## config.mk

```make
export PLATFORM = sky130hd
export DESIGN_NAME = squeeze_serial_out
export DESIGN_NICKNAME = d
export VERILOG_FILES = /design/src/rtl/squeeze_serial_out.sv
export SDC_FILE = /design/constraint.sdc
export NUM_CORES = 2
export LEC_CHECK = 0
export CORE_AREA = 5 5 431 433
export DETAILED_ROUTE_END_ITERATION = 16
export DIE_AREA = 0 0 436 438
export GPL_TIMING_DRIVEN = 0
export PLACE_DENSITY = 0.44
export SETUP_SLACK_MARGIN = 0.4
export SYNTH_ARGS = -nofsm -noshare
export SYNTH_HDL_FRONTEND = slang
export SYNTH_SLANG_ARGS = --single-unit
```

## constraint.sdc

```tcl
create_clock -name clk -period 4.31 [get_ports clk]
set_clock_uncertainty 0.15 [all_clocks]
set_input_delay 0.862 -clock clk [delete_from_list [all_inputs] [get_ports clk]]
set_output_delay 0.862 -clock clk [all_outputs]
set_load 0.01 [all_outputs]
```

## src/rtl/squeeze_serial_out.sv

```systemverilog
// SHAKE256 output serializer: rate blocks in, 2-bit digest chunks out.
// Define SQUEEZE_MSB_FIRST_EN to emit each byte's chunks MSB-first.
module squeeze_serial_out #(
  parameter int RANGE = 1088
) (
  input  logic             clk,
  input  logic             reset,
  input  logic             squeeze_start,
  input  logic [15:0]      out_bytes,
  input  logic [RANGE-1:0] block_in,
  input  logic             block_valid,
  output logic             block_ready,
  output logic             next_block,
  output logic [1:0]       serial_out,
  output logic             serial_valid,
  input  logic             serial_ready,
  output logic             serial_end_signal,
  output logic             squeeze_done,
  output logic [2:0]       debug_state,
  output logic [10:0]      debug_bytecount
);

  localparam int BYTE_RANGE = RANGE / 8;
  localparam int BW = $clog2(BYTE_RANGE + 1);

  typedef enum logic [2:0] {
    S_IDLE  = 3'd0,
    S_WAIT  = 3'd1,
    S_SHIFT = 3'd2,
    S_REQ   = 3'd3,
    S_DONE  = 3'd4
  } state_t;

  state_t           state_q, state_d;
  logic [RANGE-1:0] shreg_q, shreg_d;
  logic [BW-1:0]    byte_idx_q, byte_idx_d;
  logic [1:0]       chunk_idx_q, chunk_idx_d;
  logic [15:0]      remaining_q, remaining_d;

  logic hs;
  logic byte_end;

  // The shifter always drains bits [1:0] first; MSB-first order is
  // obtained by reversing chunk order inside each byte at load time.
  function automatic logic [RANGE-1:0] order_block(
    input logic [RANGE-1:0] b
  );
    logic [RANGE-1:0] r;
    r = b;
`ifdef SQUEEZE_MSB_FIRST_EN
    for (int k = 0; k < BYTE_RANGE; k++) begin
      r[8*k +: 8] = {b[8*k +: 2], b[8*k+2 +: 2],
                     b[8*k+4 +: 2], b[8*k+6 +: 2]};
    end
`endif
    return r;
  endfunction

  assign hs       = (state_q == S_SHIFT) && serial_ready;
  assign byte_end = hs && (chunk_idx_q == 2'd3);

  always_ff @(posedge clk) begin
    if (reset) begin
      state_q     <= S_IDLE;
      shreg_q     <= '0;
      byte_idx_q  <= '0;
      chunk_idx_q <= '0;
      remaining_q <= '0;
    end else begin
      state_q     <= state_d;
      shreg_q     <= shreg_d;
      byte_idx_q  <= byte_idx_d;
      chunk_idx_q <= chunk_idx_d;
      remaining_q <= remaining_d;
    end
  end

  always_comb begin
    state_d = state_q;
    unique case (state_q)
      S_IDLE: begin
        if (squeeze_start) begin
          state_d = (out_bytes == 16'd0) ? S_DONE : S_WAIT;
        end
      end
      S_WAIT: begin
        if (block_valid) state_d = S_SHIFT;
      end
      S_SHIFT: begin
        // Digest completion wins over block exhaustion.
        if (byte_end) begin
          if (remaining_q <= 16'd1) begin
            state_d = S_DONE;
          end else if (byte_idx_q == BW'(BYTE_RANGE - 1)) begin
            state_d = S_REQ;
          end
        end
      end
      S_REQ:   state_d = S_WAIT;
      S_DONE:  state_d = S_IDLE;
      default: state_d = S_IDLE;
    endcase
  end

  always_comb begin
    shreg_d     = shreg_q;
    byte_idx_d  = byte_idx_q;
    chunk_idx_d = chunk_idx_q;
    remaining_d = remaining_q;
    unique case (state_q)
      S_IDLE: begin
        if (squeeze_start) remaining_d = out_bytes;
      end
      S_WAIT: begin
        if (block_valid) begin
          shreg_d     = order_block(block_in);
          byte_idx_d  = '0;
          chunk_idx_d = '0;
        end
      end
      S_SHIFT: begin
        if (hs) begin
          shreg_d     = shreg_q >> 2;
          chunk_idx_d = chunk_idx_q + 2'd1;
        end
        if (byte_end) begin
          byte_idx_d  = byte_idx_q + BW'(1);
          remaining_d = (remaining_q != 16'd0)
                      ? remaining_q - 16'd1 : 16'd0;
        end
      end
      default: ;
    endcase
  end

  always_comb begin
    block_ready       = (state_q == S_WAIT);
    next_block        = (state_q == S_REQ);
    serial_valid      = (state_q == S_SHIFT);
    serial_out        = serial_valid ? shreg_q[1:0] : 2'b00;
    serial_end_signal = (state_q == S_DONE);
    squeeze_done      = (state_q == S_DONE);
    debug_state       = state_q;
    debug_bytecount   = 11'(byte_idx_q);
  end

endmodule

```

# Word level (Yosys, flattened, before mapping)

Index checks and enable logic that the tools add are counted.

$add $sub $neg: 3
Order comparisons: 1
Equality and inequality tests: 11
Multiplexer cells: 21
Reductions and logical operators: 11

Operator list:

| cell                                                             | number |
|---|---|
| two-way mux 1088 bit                                             | 2 |
| one-hot mux 1088 bit (2 select lines)                            | 1 |
| two-way mux 16 bit                                               | 3 |
| one-hot mux 16 bit (2 select lines)                              | 1 |
| two-way mux 3 bit                                                | 6 |
| less-or-equal comparator 16 x 1 -> 1 bit (second input constant) | 1 |
| zero test 16 bit                                                 | 1 |
| two-way mux 8 bit                                                | 2 |
| one-hot mux 8 bit (2 select lines)                               | 1 |
| nonzero test 16 bit                                              | 1 |
| subtractor 16 x 1 -> 16 bit (second input constant)              | 1 |
| one-hot mux 3 bit (4 select lines)                               | 1 |
| AND reduction 3 bit                                              | 3 |
| adder 8 x 1 -> 8 bit (second input constant)                     | 1 |
| == test 8 bit (second input constant)                            | 1 |
| == test 3 x 2 -> 1 bit (second input constant)                   | 2 |
| two-way mux 2 bit                                                | 3 |
| inequality test 2 x 1 -> 1 bit (second input constant)           | 2 |
| inequality test 2 bit (second input constant)                    | 2 |
| one-hot mux 2 bit (2 select lines)                               | 1 |
| AND reduction 4 bit                                              | 1 |
| nonzero test 2 bit                                               | 2 |
| == test 3 x 1 -> 1 bit (second input constant)                   | 1 |
| == test 3 bit (second input constant)                            | 1 |
| other kinds (5)                                                  | 6 |

Bits in registers: 1,117
Input bits: 1,109
Output and inout port bits: 21

# Depth between registers and ports, before layout

Word-level depth: 5
Mapped depth: 9
Mapped depth without buffers: 7

# Worst setup path after synthesis

No wires, ideal clock.

Path type: flip-flop to output port
Start: register state_q[1], in the netlist debug_state[1]
End: output serial_out[0]
Arrival time: 1.821 ns
Slack: 1.477 ns
Cell stages (with the launch flop): 8
Buffers on the path: 4
Cell sequence: dfxtp_1 clkbuf_2 or3b_1 buf_2 clkinv_2 buf_2 clkbuf_1 and2_1

Word-level cells in the longest chain between the ends: 2

Ends and longest elaborated chain:

| item                   | RTL line | RTL |
|---|---|---|
| from (decl)            | 34       | `state_t state_q, state_d;` |
| from (signal assigned) | 70       | `state_q <= state_d;` |
| == test 3 x 2 -> 1 bit | 139      | `serial_valid = (state_q == S_SHIFT);` |
| named net serial_valid | 15       | `output logic serial_valid,` |
| two-way mux 2 bit      | 140      | `serial_out = serial_valid ? shreg_q[1:0] : 2'b00;` |
| to (decl)              | 14       | `output logic [1:0] serial_out,` |

The timed path passes the listed nets, and every way through them passes these cells.

# Worst setup path in the final report

Start: register state_q[1], in the netlist debug_state[1]
End: output squeeze_done

Word-level cells in the longest chain between the ends: 1

Ends and longest elaborated chain:

| item          | RTL line | RTL |
|---|---|---|
| == test 3 bit | 142      | `squeeze_done = (state_q == S_DONE);` |
| to (decl)     | 18       | `output logic squeeze_done,` |

No other way between the ends.

==> results by group <==
Detailed routing
  • First DRT Iteration DRCs: 3327
  • Final wirelength: 227 mm
  • Number of remaining DRC errors: 0
  • First drt pass iteration count: 5
  • Vias/cell: 5.02
  • WL per Instance: 22.4 microns
  • Post-route ant nets: 0
  • Via Count: 50896

Clock network
  • TritonCTS Buffers: 141
  • Hold_buf cts: 0
  • Clock Path Buffers: 3
  • CTS root buf: clkbuf_16
  • CTS clk-pin slew, worst paths: 0.06 ns
  • CTS tree: done
  • Skew-Pair Late Insertion Delay: 0.76 ns
  • H-tree depth: 4
  • Sink Count: 1117

Setup path
  • Critical Path Source: debug_state[1]
  • Cell repeated most along the worst path: clkbuf_4
  • Delay-heaviest family, CP: buffers and inverters
  • Critical-path top delay cell: clkdlybuf4s50_1
  • Flop2flop setup slack: 0.71 ns
  • R2R Path End: shreg_q[32]
  • Worst stage delay on the critical path: 0.53 ns
  • Arrival time at the worst endpoint: 2.75 ns
  • Critical Path Source Type: register
  • Critical R2R Launch: debug_state[1]
  • WP buf/inv: 6
  • Crit Path Class: reg2out
  • CP Cell Sequence: clkbuf_4 -> clkbuf_2 -> inv_1 -> clkbuf_4 -> and3_1 -> buf_4 -> clkdlybuf4s50_1
  • Critical Path End Type: output port
  • Worst-path fanout max: 10
  • Critical path required time: 3.30 ns
  • Worst r2r path cells: 7

Global route
  • Grt ovf: 0
  • Largest net degree at the start of global routing: 17
  • Met3 Usage GRT: 4.75%
  • First-pass GRT wire length: 327 mm
  • Met1 Usage GRT: 26.9%
  • GRT Total Usage: 22.4%
  • Routing usage on met2: 37.9%
  • GR peak layer: met2
  • Number of global-route vias before repair: 49520
  • Antenna violations before repair: 176

Timing
  • Achievable frequency: 266 MHz
  • Unrepaired setup endpoints after global routing: false
  • Ratio of final minimum period to clock period: 87.4%
  • Tmin final: 3.77 ns
  • Hold WS: 0.306 ns
  • Worst rel slew slack: 20.7%
  • Final setup fails: 0
  • Fin. Hold Viols: 0
  • Measured slew at the worst slew-check pin: 1.18 ns
  • Fin. max-slew vios: 0

Power and ir drop
  • Tot Pwr: 47600 uW
  • Sw Share: 40.2%
  • Comb power frac: 40.0%
  • Pwr Density: 708 nW/um^2
  • Internal Power: 28500 uW
  • P_leak: 0.0243 uW
  • Sw power: 19200 uW
  • Sequential Power Share: 34.8%
  • Clock power frac: 25.2%
  • Maximum VDD drop: 0.281 mV

Synth
  • FFs w/ async S/R, synth: 0%
  • Post-synth EDFFs: 0
  • Synth unique cells: 52
  • Ys Warns: 0
  • Syn avg cell area: 7.64 sq um
  • Yosys reg bits: 1117
  • Post-synthesis cell count: 6285
  • Synth Cell Area: 48000 sq um
  • Sequential fraction of the synthesis area: 46.6%
  • Primary FF master, synth: dfxtp_1

Status
  • Status: finished, final reports clean

Hold path
  • Tightest Hold Check Type: reg2reg
  • Min-Delay Path Depth: 2
  • Hold path start: chunk_idx_q[1]
  • Hold endpoint: chunk_idx_q[1]

Floorplanning
  • Core Footprint: 182000 sq um
  • Initial Util: 26.4%
  • Row cnt: 157
  • Full die area: 191000 sq um
  • Chip width: 436 microns
  • Top Ports: 1130
  • Die height: 438 microns

Cells and area
  • Post-layout util: 37.0%
  • Layout cells sized above 1: 6.84%
  • # nets final: 8670
  • Sequential cell area: 22400 sq um
  • Filler instances: 19065
  • Multi-input gate area: 22900 sq um
  • Layout area overhead: 40.1%

Placed design
  • Hpwl dp: 174 mm
  • Number of I/O port buffers: 1125
  • GPL Wtd Cong: 0.878

Job
  • Max Cap Viol: 0
[worst max-delay path by stage]
stage / endpoint / cells past startpoint / slack [ns]
finish: squeeze_done / 7 / 0.54
global route: squeeze_done / 7 / 0.41
CTS: serial_out[0] / 8 / 0.17
detailed placement: shreg_q[292] / 7 / -0.69
global placement: shreg_q[297] / 7 / -0.69
floorplan: serial_out[0] / 7 / 1.48
[power groups by stage]
stage          logic, uW  clock network, uW  registers (uW)
3_5_place_dp       19000                  0           16700
5_1_grt            21400              12700           17000
6_report           19000              12000           16600
3_3_place_gp       18800                  0           16600
2_1_floorplan      13100                  0           16200
4_1_cts            19200              12300           16500
[cells by family (layout without fill, tap and decap cells)]
| family | count (synthesis) | after routing | share of synthesized area, % |
|---|---|---|---|
| fa+ha+maj | 4 | 4 | 0.104 |
| other cells | 1 | 100 | 0.00781 |
| compound gates | 1160 | 1160 | 20.8 |
| buf+inv | 629 | 2004 | 5.73 |
| simple gates | 3367 | 3367 | 26.6 |
| flops | 1117 | 1117 | 46.6 |
| xor+xnor | 7 | 7 | 0.128 |
[flip-flops by register name (all words and copies together), names as in the netlist]
signal       flops
shreg_q       1088
byte_idx_q       8
debug_state      3
chunk_idx_q      2
remaining_q     16
[layer usage]
metal	share of wire [%]	wire (microns)
met5	0.13	304
met4	3.7	8500
met3	5.6	12700
met2	50	112000
met1	41	92900
[layout by cell type (no fill, tap or decap), drive strengths merged, types with 5 or more instances in the layout]
cell / n
diode: 97
o41ai: 5
a22oi: 5
o21ai: 21
nor3: 11
a311oi: 1086
inv: 10
bufinv: 7
clkbuf: 527
clkinv: 26
buf: 307
nand4: 7
xor2: 6
nand2: 2187
dfxtp: 1117
nor4: 9
a211oi: 5
nor2: 1117
nand3: 13
clkdlybuf4s50: 1122
a21oi: 17
[synth_stat cells (2+ instances only)]
library cell | number | area share (%)
a211oi_1 | 5 | 0.078
a21o_1 | 4 | 0.063
a21oi_1 | 17 | 0.18
a22oi_1 | 5 | 0.078
a311oi_1 | 1086 | 20
and2_1 | 2 | 0.026
and3_1 | 2 | 0.026
buf_1 | 13 | 0.10
buf_2 | 286 | 3.0
buf_4 | 4 | 0.063
buf_6 | 2 | 0.047
clkbuf_1 | 315 | 2.5
dfxtp_1 | 1117 | 47
ha_1 | 4 | 0.10
inv_1 | 7 | 0.055
nand2_1 | 2187 | 17
nand2b_1 | 2 | 0.026
nand3_1 | 13 | 0.14
nand3b_1 | 2 | 0.031
nand4_1 | 7 | 0.091
nand4b_1 | 2 | 0.036
nor2_1 | 1117 | 8.7
nor2b_1 | 4 | 0.052
nor3_1 | 11 | 0.11
nor3b_1 | 2 | 0.031
nor4_1 | 9 | 0.12
o211ai_1 | 3 | 0.047
o21ai_0 | 16 | 0.17
o21ai_1 | 5 | 0.052
o2bb2ai_1 | 2 | 0.036
o32ai_1 | 3 | 0.055
o41ai_1 | 4 | 0.073
or4_1 | 2 | 0.031
or4_4 | 2 | 0.047
xor2_1 | 6 | 0.11
[tightest hold or removal path, delay by kind of cell (launching register included)]
family,cells,cell delay [ns]
flip-flops,1,0.31
AO/OA/AOI/OAI,1,0.05
AND/OR/NAND/NOR,1,0.05
[final cells by class]
| cell class | count | area share (%) |
|---|---|---|
| Multi-Input combinational cell | 4541 | 34.1 |
| Inverter | 8 | 0.0632 |
| Sequential cell | 1117 | 33.2 |
| Antenna cell | 97 | 0.361 |
| Clock inverter | 37 | 0.621 |
| Tap cell | 2385 | 4.43 |
| Timing Repair Buffer | 1127 | 16.8 |
| Buffer | 621 | 4.13 |
| Clock buffer | 211 | 6.31 |
[metrics by stage]
step | instances | setup WS, ns | TNS (ns) | cell area (sq um)
floorplan | 6287 | 1.48 | 0 | 48000
global placement | 9797 | -0.685 | -462.88 | 62300
detailed placement | 9798 | -0.686 | -419.67 | 62300
CTS | 10047 | 0.168 | 0 | 67100
global route | 10119 | 0.414 | 0 | 67200
finish | 10144 | 0.544 | 0 | 67300
[timing repair]
item / CTS / global route
gates resized for setup: 20 / 6
setup endpoints to repair: 255 / 12
hold endpoints to repair: 0 / 0
cloned: 0 / 0
setup buffers: 1 / 0
Power figures use the tool's default switching activity.
